**config.mk**
```make
export PLATFORM = sky130hd
export DESIGN_NAME = trap_sequencer_flat
export DESIGN_NICKNAME = d
export VERILOG_FILES = /design/src/rtl/trap_sequencer_if.sv /design/src/rtl/trap_sequencer.sv /design/src/flat_wrapper.sv
export SDC_FILE = /design/constraint.sdc
export NUM_CORES = 1
export LEC_CHECK = 0
export ABC_CLOCK_PERIOD_IN_PS = 2400
export CORE_MARGIN = 5
export CORE_UTILIZATION = 31
export CTS_BUF_LIST = sky130_fd_sc_hd__clkbuf_4 sky130_fd_sc_hd__clkbuf_8
export DETAILED_ROUTE_END_ITERATION = 16
export SYNTH_ARGS = -nofsm -noshare
export SYNTH_HDL_FRONTEND = slang
export SYNTH_SLANG_ARGS = --single-unit
```
**constraint.sdc**
```tcl
create_clock -name clk -period 2.4 [get_ports clk]
set_input_delay 0.24 -clock clk [delete_from_list [all_inputs] [get_ports clk]]
set_output_delay 0.24 -clock clk [all_outputs]
set_load 0.01 [all_outputs]
```
**src/rtl/trap_sequencer_if.sv**
```systemverilog
// trap_sequencer_if
//   Bundles the trap request, MRET, pipeline/fetch handshakes and the
//   software CSR port of trap_sequencer.
//   master : trap handler / pipeline side (drives requests, sees results)
//   slave  : trap_sequencer side
//   Signals:
//     cs, cause, trap_pc, trap_val  trap request and its payload
//     mret                          MRET committing
//     pipe_empty, redirect_ready    pipeline drained / fetch accepts redirect
//     csr_we, csr_addr, csr_wdata   software CSR write port
//     csr_rdata                     combinational CSR read data
//     flush, redirect_valid/pc      pipeline kill and fetch redirect
//     privilege, busy               current privilege, sequencer active
interface trap_sequencer_if #(
    parameter int unsigned XLEN = 64
);
    logic            cs;
    logic [XLEN-1:0] cause;
    logic [XLEN-1:0] trap_pc;
    logic [XLEN-1:0] trap_val;
    logic            mret;
    logic            pipe_empty;
    logic            redirect_ready;
    logic            csr_we;
    logic [11:0]     csr_addr;
    logic [XLEN-1:0] csr_wdata;
    logic [XLEN-1:0] csr_rdata;
    logic            flush;
    logic            redirect_valid;
    logic [XLEN-1:0] redirect_pc;
    logic [1:0]      privilege;
    logic            busy;

    modport master (
        output cs, cause, trap_pc, trap_val, mret, pipe_empty, redirect_ready,
               csr_we, csr_addr, csr_wdata,
        input  csr_rdata, flush, redirect_valid, redirect_pc, privilege, busy
    );

    modport slave (
        input  cs, cause, trap_pc, trap_val, mret, pipe_empty, redirect_ready,
               csr_we, csr_addr, csr_wdata,
        output csr_rdata, flush, redirect_valid, redirect_pc, privilege, busy
    );
endinterface

```
**src/rtl/trap_sequencer.sv**
```systemverilog
// trap_sequencer
//   Machine-mode trap entry and MRET return sequencer. Owns mstatus
//   (MIE/MPIE/MPP), mtvec, mepc, mcause, mtval and the current privilege.
//   A trap or return runs flush -> CSR save/restore -> fetch redirect.
//   Ports:
//     clk    clock, all state changes on posedge
//     reset  synchronous, active-high
//     bus    trap_sequencer_if.slave (requests, handshakes, CSR port, outputs)
//
//   state    | meaning
//   ---------+-----------------------------------------------------------
//   IDLE     | waiting for an accepted trap or MRET; software CSR writes allowed
//   FLUSH    | flush high until the pipeline reports empty
//   SAVE     | trap entry: write mepc/mcause/mtval, stack MIE, enter M-mode
//   RESTORE  | MRET: pop privilege and MIE from MPP/MPIE
//   REDIRECT | redirect_valid high with a stable PC until fetch accepts
module trap_sequencer #(
    parameter int unsigned     XLEN        = 64,
    parameter logic [XLEN-1:0] RESET_MTVEC = 64'h0000_0000_0000_0100
) (
    input logic            clk,
    input logic            reset,
    trap_sequencer_if.slave bus
);

    localparam logic [11:0] ADDR_MSTATUS = 12'h300;
    localparam logic [11:0] ADDR_MTVEC   = 12'h305;
    localparam logic [11:0] ADDR_MEPC    = 12'h341;
    localparam logic [11:0] ADDR_MCAUSE  = 12'h342;
    localparam logic [11:0] ADDR_MTVAL   = 12'h343;

    localparam logic [1:0] PRIV_U = 2'd0;
    localparam logic [1:0] PRIV_M = 2'd3;

    typedef enum logic [2:0] {
        ST_IDLE,
        ST_FLUSH,
        ST_SAVE,
        ST_RESTORE,
        ST_REDIRECT
    } state_t;

    state_t          state;
    logic            ret_pending;
    logic [XLEN-1:0] cause_q;
    logic [XLEN-1:0] pc_q;
    logic [XLEN-1:0] val_q;

    logic            mie;
    logic            mpie;
    logic [1:0]      mpp;
    logic [1:0]      priv;
    // mtvec[1] is always stored as 0; mtvec[0] is the vectored-mode flag
    logic [XLEN-1:0] mtvec;
    logic [XLEN-1:0] mepc;
    logic [XLEN-1:0] mcause;
    logic [XLEN-1:0] mtval;

    logic            flush_q;
    logic            redirect_valid_q;
    logic [XLEN-1:0] redirect_pc_q;
    logic            busy_q;

    logic            cs_accept;
    logic [XLEN-1:0] trap_target;
    logic [XLEN-1:0] mstatus_view;
    logic [XLEN-1:0] rdata;

    // Masked interrupts are only ignored while already in M-mode
    assign cs_accept = bus.cs && (!bus.cause[XLEN-1] || mie || (priv != PRIV_M));

    always_comb begin
        mstatus_view        = '0;
        mstatus_view[3]     = mie;
        mstatus_view[7]     = mpie;
        mstatus_view[12:11] = mpp;
    end

    // Vectored mode only offsets interrupts; the add wraps at XLEN bits
    always_comb begin
        trap_target = {mtvec[XLEN-1:2], 2'b00};
        if (mtvec[0] && cause_q[XLEN-1]) begin
            trap_target = trap_target + XLEN'({cause_q[5:0], 2'b00});
        end
    end

    always_comb begin
        rdata = '0;
        case (bus.csr_addr)
            ADDR_MSTATUS: rdata = mstatus_view;
            ADDR_MTVEC:   rdata = mtvec;
            ADDR_MEPC:    rdata = mepc;
            ADDR_MCAUSE:  rdata = mcause;
            ADDR_MTVAL:   rdata = mtval;
            default:      rdata = '0;
        endcase
    end

    assign bus.csr_rdata      = rdata;
    assign bus.flush          = flush_q;
    assign bus.redirect_valid = redirect_valid_q;
    assign bus.redirect_pc    = redirect_pc_q;
    assign bus.privilege      = priv;
    assign bus.busy           = busy_q;

    always_ff @(posedge clk) begin
        if (reset) begin
            state            <= ST_IDLE;
            ret_pending      <= 1'b0;
            cause_q          <= '0;
            pc_q             <= '0;
            val_q            <= '0;
            mie              <= 1'b0;
            mpie             <= 1'b0;
            mpp              <= PRIV_U;
            priv             <= PRIV_M;
            mtvec            <= RESET_MTVEC;
            mepc             <= '0;
            mcause           <= '0;
            mtval            <= '0;
            flush_q          <= 1'b0;
            redirect_valid_q <= 1'b0;
            redirect_pc_q    <= '0;
            busy_q           <= 1'b0;
        end else begin
            case (state)
                ST_IDLE: begin
                    if (cs_accept) begin
                        cause_q     <= bus.cause;
                        pc_q        <= bus.trap_pc;
                        val_q       <= bus.trap_val;
                        ret_pending <= 1'b0;
                        state       <= ST_FLUSH;
                        flush_q     <= 1'b1;
                        busy_q      <= 1'b1;
                    end else if (bus.mret) begin
                        ret_pending <= 1'b1;
                        state       <= ST_FLUSH;
                        flush_q     <= 1'b1;
                        busy_q      <= 1'b1;
                    end

                    if (bus.csr_we) begin
                        case (bus.csr_addr)
                            ADDR_MSTATUS: begin
                                mie  <= bus.csr_wdata[3];
                                mpie <= bus.csr_wdata[7];
                                // Only U and M exist; reserved MPP encodings collapse to U
                                mpp  <= (bus.csr_wdata[12:11] == PRIV_M) ? PRIV_M : PRIV_U;
                            end
                            ADDR_MTVEC: begin
                                mtvec <= {bus.csr_wdata[XLEN-1:2], 1'b0,
                                          (bus.csr_wdata[1:0] == 2'b01)};
                            end
                            ADDR_MEPC:   mepc   <= bus.csr_wdata & ~XLEN'(3);
                            ADDR_MCAUSE: mcause <= bus.csr_wdata;
                            ADDR_MTVAL:  mtval  <= bus.csr_wdata;
                            default: ;
                        endcase
                    end
                end

                ST_FLUSH: begin
                    if (bus.pipe_empty) begin
                        flush_q <= 1'b0;
                        state   <= ret_pending ? ST_RESTORE : ST_SAVE;
                    end
                end

                ST_SAVE: begin
                    mepc             <= pc_q & ~XLEN'(3);
                    mcause           <= cause_q;
                    mtval            <= val_q;
                    mpie             <= mie;
                    mie              <= 1'b0;
                    mpp              <= priv;
                    priv             <= PRIV_M;
                    redirect_pc_q    <= trap_target;
                    redirect_valid_q <= 1'b1;
                    state            <= ST_REDIRECT;
                end

                ST_RESTORE: begin
                    priv             <= mpp;
                    mie              <= mpie;
                    mpie             <= 1'b1;
                    mpp              <= PRIV_U;
                    redirect_pc_q    <= mepc;
                    redirect_valid_q <= 1'b1;
                    state            <= ST_REDIRECT;
                end

                ST_REDIRECT: begin
                    if (bus.redirect_ready) begin
                        redirect_valid_q <= 1'b0;
                        busy_q           <= 1'b0;
                        ret_pending      <= 1'b0;
                        state            <= ST_IDLE;
                    end
                end

                default: begin
                    state            <= ST_IDLE;
                    flush_q          <= 1'b0;
                    redirect_valid_q <= 1'b0;
                    busy_q           <= 1'b0;
                end
            endcase
        end
    end

endmodule

```
**src/flat_wrapper.sv**
```systemverilog
// flat-port wrapper written by rule: the top's interface ports become plain ports
module trap_sequencer_flat 
#(
    parameter int unsigned     XLEN        = 64,
    parameter logic [XLEN-1:0] RESET_MTVEC = 64'h0000_0000_0000_0100
)
  (clk, reset, bus_cs, bus_cause, bus_trap_pc, bus_trap_val, bus_mret, bus_pipe_empty, bus_redirect_ready, bus_csr_we, bus_csr_addr, bus_csr_wdata, bus_csr_rdata, bus_flush, bus_redirect_valid, bus_redirect_pc, bus_privilege, bus_busy);
  trap_sequencer_if #(.XLEN(XLEN)) bus_i ();
  input logic clk;
  input logic reset;
  input wire logic [$bits(bus_i.cs)-1:0] bus_cs;
  input wire logic [$bits(bus_i.cause)-1:0] bus_cause;
  input wire logic [$bits(bus_i.trap_pc)-1:0] bus_trap_pc;
  input wire logic [$bits(bus_i.trap_val)-1:0] bus_trap_val;
  input wire logic [$bits(bus_i.mret)-1:0] bus_mret;
  input wire logic [$bits(bus_i.pipe_empty)-1:0] bus_pipe_empty;
  input wire logic [$bits(bus_i.redirect_ready)-1:0] bus_redirect_ready;
  input wire logic [$bits(bus_i.csr_we)-1:0] bus_csr_we;
  input wire logic [$bits(bus_i.csr_addr)-1:0] bus_csr_addr;
  input wire logic [$bits(bus_i.csr_wdata)-1:0] bus_csr_wdata;
  output wire logic [$bits(bus_i.csr_rdata)-1:0] bus_csr_rdata;
  output wire logic [$bits(bus_i.flush)-1:0] bus_flush;
  output wire logic [$bits(bus_i.redirect_valid)-1:0] bus_redirect_valid;
  output wire logic [$bits(bus_i.redirect_pc)-1:0] bus_redirect_pc;
  output wire logic [$bits(bus_i.privilege)-1:0] bus_privilege;
  output wire logic [$bits(bus_i.busy)-1:0] bus_busy;
  assign bus_i.cs = bus_cs;
  assign bus_i.cause = bus_cause;
  assign bus_i.trap_pc = bus_trap_pc;
  assign bus_i.trap_val = bus_trap_val;
  assign bus_i.mret = bus_mret;
  assign bus_i.pipe_empty = bus_pipe_empty;
  assign bus_i.redirect_ready = bus_redirect_ready;
  assign bus_i.csr_we = bus_csr_we;
  assign bus_i.csr_addr = bus_csr_addr;
  assign bus_i.csr_wdata = bus_csr_wdata;
  assign bus_csr_rdata = bus_i.csr_rdata;
  assign bus_flush = bus_i.flush;
  assign bus_redirect_valid = bus_i.redirect_valid;
  assign bus_redirect_pc = bus_i.redirect_pc;
  assign bus_privilege = bus_i.privilege;
  assign bus_busy = bus_i.busy;
  trap_sequencer #(.XLEN(XLEN), .RESET_MTVEC(RESET_MTVEC)) u_core (.clk(clk), .reset(reset), .bus(bus_i));
endmodule
```
; ---- Word-level counts from Yosys, hierarchy flattened
; Cells that the tools add are included.
; W data, S select, Z words.
[op_classes]
addsub = 1
eq_ne = 20
muxes = 38
n_bitwise = 3
n_reduce_logical = 25
[ops]
columns = operator, count
row1 = $pmux W64 S2, 4
row2 = $mux W64, 7
row3 = $pmux W64 S5, 1
row4 = $add A64 B8 Y64, 1
row5 = $eq A12 B10 Y1 const B, 5
row6 = $reduce_and A3 Y1, 9
row7 = $pmux W1 S3, 5
row8 = $mux W3, 4
row9 = $pmux W3 S4, 1
row10 = $mux W1, 10
row11 = $ne A2 B1 Y1 const B, 4
row12 = $ne A2 B2 Y1 const B, 4
row13 = $eq A3 B2 Y1 const B, 2
row14 = $mux W2, 3
row15 = $pmux W2 S3, 1
row16 = $reduce_bool A2 Y1, 3
row17 = $reduce_or A3 Y1, 2
row18 = $pmux W2 S2, 1
row19 = $reduce_and A2 Y1, 2
row20 = $reduce_or A2 Y1, 2
row21 = $eq A3 B1 Y1 const B, 1
row22 = $eq A3 B3 Y1 const B, 1
row23 = $logic_not A3 Y1, 1
row24 = $ne A3 B2 Y1 const B, 1
row25 = other kinds (8), 12
[totals]
reg_bits = 524
input_bits = 275
out_inout_bits = 133
wordCells = 104

; ---- Logic depth before layout (Yosys ltp)
; Gate-level depths: netlist (run 1).
[depth]
depth_word = 6
depth_mapped = 9
ltp_nobuf = 7

; ---- Least setup slack after synthesis (run 1)
; No wires, ideal clock.
[synth_timing]
path_kind = reg-to-reg
from = register u_core.mtvec[2]
to = register u_core.redirect_pc_q[46], in the netlist u_core.bus.redirect_pc[46]
setup_ns = 0.120
t_arrival_ns = 2.326
t_required_ns = 2.280
path_slack_ns = -0.046
path_stages_with_launch = 8
n_path_buf = 0
synth_period_minus_slack_ns = 2.446
path_cell_list = dfxtp_1 -> ha_1 -> fa_1 -> a211oi_1 -> o21ai_1 -> nand4_1 -> o311a_1 -> a211o_1
[synth_between]
elab_chain_cells = 3
[synth_lines]
columns = element, line
row1 = start: declaration, trap_sequencer.sv:54  ; logic [XLEN-1:0] mtvec;
row2 = start signal: assignment, trap_sequencer.sv:152  ; mtvec <= {bus.csr_wdata[XLEN-1:2], 1'b0,
row3 = $add A64 B8 Y64, trap_sequencer.sv:83  ; trap_target = trap_target + XLEN'({cause_q[5:0], 2'b00});
row4 = $mux W64, trap_sequencer.sv:82  ; if (mtvec[0] && cause_q[XLEN-1]) begin
row5 = $pmux W64 S2, trap_sequencer.sv:126  ; case (state)
row6 = end signal: assignment, trap_sequencer.sv:178  ; redirect_pc_q <= trap_target;
row7 = end signal: assignment, trap_sequencer.sv:188  ; redirect_pc_q <= mepc;
row8 = end: declaration, trap_sequencer.sv:61  ; logic [XLEN-1:0] redirect_pc_q;
; Every way passes these cells.
; A chain may end at the register's enable or synchronous reset.

; ---- Worst setup path in the final report (run 1)
[layout_timing]
from = input port bus_csr_addr[4]
to = output port bus_csr_rdata[12]
[layout_between]
elab_chain_cells = 2
word_cells_on_any_way = 6
classes_between = 5 x eq/ne / 1 x mux
[layout_lines]
columns = element, line
row1 = start: declaration, flat_wrapper.sv:19  ; input wire logic [$bits(bus_i.csr_addr)-1:0] bus_csr_addr;
row2 = $eq A12 B10 Y1, trap_sequencer.sv:89  ; case (bus.csr_addr)
row3 = $pmux W64 S5 *, trap_sequencer.sv:89
row4 = end: declaration, flat_wrapper.sv:21  ; output wire logic [$bits(bus_i.csr_rdata)-1:0] bus_csr_rdata;
; Every way passes the cells marked *; elsewhere a longest branch is shown, timed or not.

==> results of run 1 <==
-- critical path: stages --
cell and delay [ns]:
buf_6 0.09, or4_4 0.55, buf_6 0.14, nor4_4 0.25
buf_6 0.16, buf_12 0.10, buf_8 0.12, buf_6 0.10
nand2_2 0.04, o21ai_2 0.06, a221o_1 0.20, buf_2 0.16
-- flip-flops by register name, indices dropped and copies added (netlist names) --
name                       count
u_core.val_q                  64
u_core.bus.privilege           2
u_core.mtval                  64
u_core.mtvec                  63
u_core.mie                     1
u_core.bus.redirect_valid      1
u_core.mcause                 64
u_core.bus.flush               1
u_core.ret_pending             1
u_core.mpp                     2
u_core.pc_q                   62
u_core.mepc                   62
u_core.bus.busy                1
u_core.bus.redirect_pc        62
u_core.state                   3
u_core.cause_q                64
u_core.mpie                    1
-- stage by stage --
step / instance area, µm² / setup WS [ns] / cells
3_3_place_gp: 29600 / -0.730 / 4246
2_1_floorplan: 23400 / 0.0279 / 2969
5_1_grt: 31800 / -0.108 / 4441
4_1_cts: 31600 / -0.104 / 4423
3_5_place_dp: 29600 / -0.727 / 4246
6_report: 31800 / -0.0733 / 4442
-- layout by cell type (no fill, tap or decap), types with 62 or more instances in the layout --
cell type,Yosys,final
dfxtp_1,518,516
clkbuf_8,0,113
buf_4,4,155
nor2_1,93,88
a221o_1,62,62
mux2i_1,64,64
clkdlybuf4s50_1,0,328
a21oi_1,509,509
nand2_1,818,815
a311oi_1,190,189
-- path summary, 6_finish.rpt --
check                                  start                                       to  slack [ns]  cells after the start
max                          bus_csr_addr[4]                        bus_csr_rdata[12]       -0.07                     12
max reg2reg     u_core.mtvec[3]$_SDFFE_PP0P_  u_core.bus.redirect_pc[33]$_SDFFE_PP0N_        0.07                     10
min reg2reg  u_core.cause_q[29]$_SDFFE_PP0P_           u_core.mcause[29]$_SDFFE_PP0P_        0.44                      2
min                            bus_cause[19]          u_core.cause_q[19]$_SDFFE_PP0P_        0.07                      3
-- cell type report --
| class | instances | area [µm²] |
|---|---|---|
| Fill cell | 7553 | 42900 |
| Multi-Input combinational cell | 2145 | 11900 |
| Sequential cell | 518 | 10400 |
| Timing Repair Buffer | 626 | 6260 |
| Clock buffer | 143 | 1780 |
| Tap cell | 969 | 1210 |
| Clock inverter | 19 | 213 |
| Inverter | 15 | 56.3 |
| Antenna cell | 7 | 17.5 |
-- kinds of logic after synthesis --
logic type / count (synthesis) / share of synthesized area [%]
buf+inv: 306 / 5.62
mux: 66 / 2.83
flops: 518 / 44.3
compound gates: 899 / 25.1
simple gates: 1150 / 21.0
xor+xnor: 21 / 0.785
other cells: 1 / 0.0160
fa+ha+maj: 7 / 0.406
-- power by group through the flow --
| stage | clock network, W | registers [W] | logic (W) |
|---|---|---|---|
| 5_1_grt | 0.00949 | 0.00918 | 0.00252 |
| 3_5_place_dp | 0 | 0.00933 | 0.00233 |
| 2_1_floorplan | 0 | 0.00927 | 0.00119 |
| 3_3_place_gp | 0 | 0.00933 | 0.00231 |
| 6_report | 0.00893 | 0.00916 | 0.00234 |
| 4_1_cts | 0.00908 | 0.00915 | 0.00233 |
-- per-layer routing --
layer,vias up,wire (µm),part of all wire (%),GRT usage (%)
met5,-,34,0.033,0
met4,6,3230,3.2,7.45
met3,195,7590,7.4,5.59
met2,976,48200,47,39.2
met1,11900,42900,42,30.1
li1,11600,-,-,-
-- what timing repair did --
| item | in CTS | in global routing |
|---|---|---|
| setup endpoints to repair | 93 | 63 |
| cloned | 6 | 3 |
| pin swaps | 34 | 14 |
| resized for setup | 284 | 28 |
| hold buffers | 1 | 0 |
| setup buffers | 8 | 10 |
| hold endpoints to repair | 16 | 0 |
==> reports/results.tsv, run 1 <==
stage	metric	value	unit
floorplan	dieArea	0.0811	mm²
yosys	ys_types	74	
pwr	p_comb_share	11.5	%
place	gp_congestion	0.903	
timing	fin_ws	-0.0733	ns
yosys	synthArstFlopShare	0	%
route	drc	0	
yosys	synth_top_area_share	44.3	%
pwr	switchingPower	0.00545	W
route	first_pass_iters	6	
timing	finClkSkew	0.0578	ns
timing	rsz0062_at_grt	yes	
floorplan	die_x	285	µm
global_route	grt_pass1_wl	150000	µm
critical_path	worstSetupPathType	primary input to primary output	
yosys	netlist_top_cells_count	nand2_1 (818), dfxtp_1 (518), a21oi_1 (509)	
outcome	status	complete, but fails checks	
floorplan	initial_core_util	31.4	%
clock_tree	cts_buffers	92	
pwr	p_seq_share	44.8	%
floorplan	die_h	285	µm
yosys	synth-edff-count	0	
floorplan	io_pins	408	
route	vias	24600	
yosys	syn_inst	2968	
final_layout	fin_nets	3680	
clock_tree	ctsRootBufferMaster	clkbuf_8	
route	routedWlPerCell	23.0	µm
timing	timing.slew.headroom	40.8	%
pwr	clkPwrFrac	43.7	%
global_route	grt_max_degree	144	
critical_path	start_kind	primary input	
floorplan	core_area	0.0747	mm²
flow_run	cap_violations	0	
clock_tree	clkSinkCount	518	
clock_tree	tritoncts	yes	
final_layout	drive_above_1_share	14.3	%
yosys	mappedNetlistArea	0.0234	mm²
route	vias_per_cell	5.54	
floorplan	row_count	100	
global_route	grt_antenna_before_repair	10	
yosys	synth.largest_area_cell	dfxtp_1	
pwr	internal_power	0.0150	W
timing	drv_slew	0	
timing	hold-worst-slack	0.0724	ns
final_layout	post-route-util	42.6	%
timing	tightestPinTransition	0.889	ns
route	drtAntennaViolNets	0	
clock_tree	insertion_delay	0.72	ns
route	wl	102000	µm
yosys	yosys_warnings	0	
yosys	synthTopCellsByArea	dfxtp_1 (44%), nand2_1 (13%), a21oi_1 (11%), a311oi_1 (7.1%), clkbuf_1 (3.3%)	
critical_path	worstPathMaxFanout	6	
critical_path	crit_path_end_kind	primary output	
pwr	swShare	26.7	%
timing	setup_viol	59	
timing	max_freq	404	MHz
final_layout	area_delta_synth_final	36.0	%
outcome	violations	setup timing	
pwr	power	0.0204	W
critical_path	crit_required	2.16	ns
pwr	power_density	641	mW/mm²
pwr	peakVddDrop	0.304	mV
clock_tree	h-tree-depth	3	
route	first_iter_violations	2186	
critical_path	arrival	2.23	ns
place	dp_hpwl	68800	µm
pwr	p_leak	11.1	nW
yosys	yosysMostFrequentCell	nand2_1	
yosys	yosys_most_used_dff	dfxtp_1	
global_route	grt_remaining_overflow	0	
global_route	grtUsageTotal	23.5	%
hold_path	min_path_type	primary input to register	
clock_tree	clkTransAtPathRegs	0.06	ns
timing	fin_crit_sh	103	%
timing	timing.final.hold_violations	0	
yosys	yosys_register_bits	518	
yosys	yosysSeqAreaShare	44.3	%
clock_tree	max-clock-path-buffers	3	
global_route	grt_pass1_vias	23900	
yosys	synth.avg_cell_area	7.89	µm²
timing	fin_tns_setup	-1.49	ns
place	port_buffers	403	
timing	fin_crit	2.47	ns
Note: power is estimated with default switching activity, not from simulation.
==> run 2: changes to the inputs <==
--- a/config.mk
+++ b/config.mk
@@ -7,9 +7,11 @@
 export LEC_CHECK = 0
 export ABC_CLOCK_PERIOD_IN_PS = 2400
 export CORE_MARGIN = 5
-export CORE_UTILIZATION = 31
+export CORE_UTILIZATION = 40
 export CTS_BUF_LIST = sky130_fd_sc_hd__clkbuf_4 sky130_fd_sc_hd__clkbuf_8
 export DETAILED_ROUTE_END_ITERATION = 16
+export PLACE_DENSITY = 0.66
+export SKIP_CTS_REPAIR_TIMING = 1
 export SYNTH_ARGS = -nofsm -noshare
 export SYNTH_HDL_FRONTEND = slang
 export SYNTH_SLANG_ARGS = --single-unit
==> run 2 against run 1 <==
Net effect:
- via count up 2.9%
- first-iteration DRC count rose by 16%
- the flow still finishes with violations (setup timing)
- setup slack got worse by 0.054 ns
- power down 1.9%
- hold slack improved by 0.036 ns
- final area shrank 1.9%
- die area is 22% lower
==> reports/results.tsv, run 2 (synthesis gave the netlist of run 1 again) <==
stage	metric	value	unit
clock_tree	cts_buffers	88	
timing	setup_viol	34	
clock_tree	tritoncts	yes	
critical_path	worstSetupPathType	primary input to primary output	
timing	rsz0062_at_grt	yes	
critical_path	reg2regPathDepth	9	
timing	fin_crit_sh	105	%
floorplan	die_x	252	µm
floorplan	io_pins	408	
clock_tree	h-tree-depth	3	
pwr	peakVddDrop	0.380	mV
route	drtAntennaViolNets	0	
clock_tree	ctsRootBufferMaster	clkbuf_8	
pwr	p_leak	11.0	nW
hold_path	hp-start	bus_trap_val[32]	
pwr	power	0.0200	W
hold_path	whs_path_depth	3	
clock_tree	insertion_delay	0.68	ns
timing	fin_ws	-0.127	ns
final_layout	post-route-util	54.1	%
outcome	violations	setup timing	
critical_path	start_kind	primary input	
final_layout	final_area	0.0312	mm²
final_layout	fin_nets	3653	
final_layout	drive_above_1_share	13.5	%
clock_tree	clkSinkCount	518	
floorplan	dieArea	0.0635	mm²
global_route	grt_pass1_wl	143000	µm
route	first_iter_violations	2544	
timing	fin_crit	2.53	ns
final_layout	layout_common_cells	nand2_1 (816), dfxtp_1 (513), a21oi_1 (509)	
route	vias_per_cell	6.03	
place	dp_hpwl	65300	µm
floorplan	row_count	88	
global_route	grt_antenna_before_repair	2	
route	first_pass_iters	6	
critical_path	crit_required	2.16	ns
global_route	grt_max_degree	109	
place	place_area	0.0292	mm²
critical_path	rrSetupSlack	0.07	ns
global_route	grt_pass1_vias	24600	
critical_path	crit_path_end_kind	primary output	
clock_tree	clkTransAtPathRegs	0.06	ns
global_route	grtUsageTotal	28.1	%
floorplan	initial_core_util	40.5	%
critical_path	timing.rr.start	u_core.mtvec[5]$_SDFFE_PP0P_	
timing	tightestPinTransition	0.832	ns
timing	finClkSkew	0.0277	ns
final_layout	final_common_cell	nand2_1	
floorplan	core_area	0.0578	mm²
timing	max_freq	396	MHz
hold_path	hold_end	u_core.val_q[32]$_SDFFE_PP0P_	
critical_path	arrival	2.29	ns
timing	drv_slew	0	
timing	timing.slew.headroom	44.5	%
outcome	status	complete, but fails checks	
hold_path	min_path_type	primary input to register	
place	placedCellCount	4022	
place	pre_cts_ws	-0.679	ns
flow_run	cap_violations	0	
route	routedWlPerCell	23.0	µm
clock_tree	max-clock-path-buffers	3	
route	drc	0	
critical_path	worstPathMaxFanout	15	
route	vias	25300	
final_layout	layoutNonFillerInstCount	4204	
global_route	grt_remaining_overflow	0	
route	wl	96800	µm
final_layout	area_delta_synth_final	33.4	%
place	gp_congestion	0.930	
floorplan	die_h	252	µm
pwr	power_density	641	mW/mm²
critical_path	timing.rr.end	u_core.bus.redirect_pc[47]$_SDFFE_PP0N_	
timing	timing.final.hold_violations	0	
place	port_buffers	403	
run 2: layout make-up:
type	count	area (µm²)
Sequential cell	518	10400
Timing Repair Buffer	603	6010
Antenna cell	2	5.00
Tap cell	765	957
Clock buffer	142	1790
Multi-Input combinational cell	2145	11900
Inverter	15	56.3
Clock inverter	14	119
Fill cell	5388	26600
run 2: how the worst max path moves through the flow:
stage	from	endpoint	slack, ns	depth (start not counted)
3_3_place_gp	bus_csr_addr[3]	bus_csr_rdata[25]	-0.64	8
5_1_grt	bus_csr_addr[3]	bus_csr_rdata[25]	-0.14	10
4_1_cts	bus_csr_addr[3]	bus_csr_rdata[63]	-0.70	9
3_5_place_dp	bus_csr_addr[3]	bus_csr_rdata[25]	-0.68	8
2_1_floorplan	u_core.mtvec[2]$_SDFFE_PP0P_	u_core.bus.redirect_pc[32]$_SDFFE_PP0N_	0.03	7
6_report	bus_csr_addr[3]	bus_csr_rdata[25]	-0.13	10
run 2: power breakdown:
part           leakage [nW]  switching [W]  total, W  internal, W
logic                  5.76        0.00134   0.00230     0.000960
clock network          1.02        0.00372   0.00855      0.00483
registers              4.20       0.000238   0.00918      0.00894
run 2: worst max-delay path, stage by stage:
cell      delay [ns]
clkbuf_2        0.08
or4_4           0.57
buf_6           0.15
nor4_4          0.27
buf_6           0.18
buf_6           0.11
buf_8           0.14
buf_12          0.17
a221o_1         0.23
buf_2           0.16
run 2: per-stage QoR:
stage	TNS (ns)	hold slack [ns]
after global routing	-3.86	0.0812
final	-1.44	0.108
after detailed placement	-132.54	0.447
after CTS	-41.01	-0.0555
after global placement	-117.09	0.442
after floorplan	0	0.364
run 2: layer usage:
| metal | routed length (µm) | vias to the layer above | track usage, % |
|---|---|---|---|
| li1 | - | 11500 | - |
| met1 | 38600 | 12100 | 36.7 |
| met2 | 45300 | 1450 | 45.9 |
| met3 | 8740 | 263 | 5.47 |
| met4 | 4090 | 0 | 11.6 |
| met5 | 0 | - | 0 |
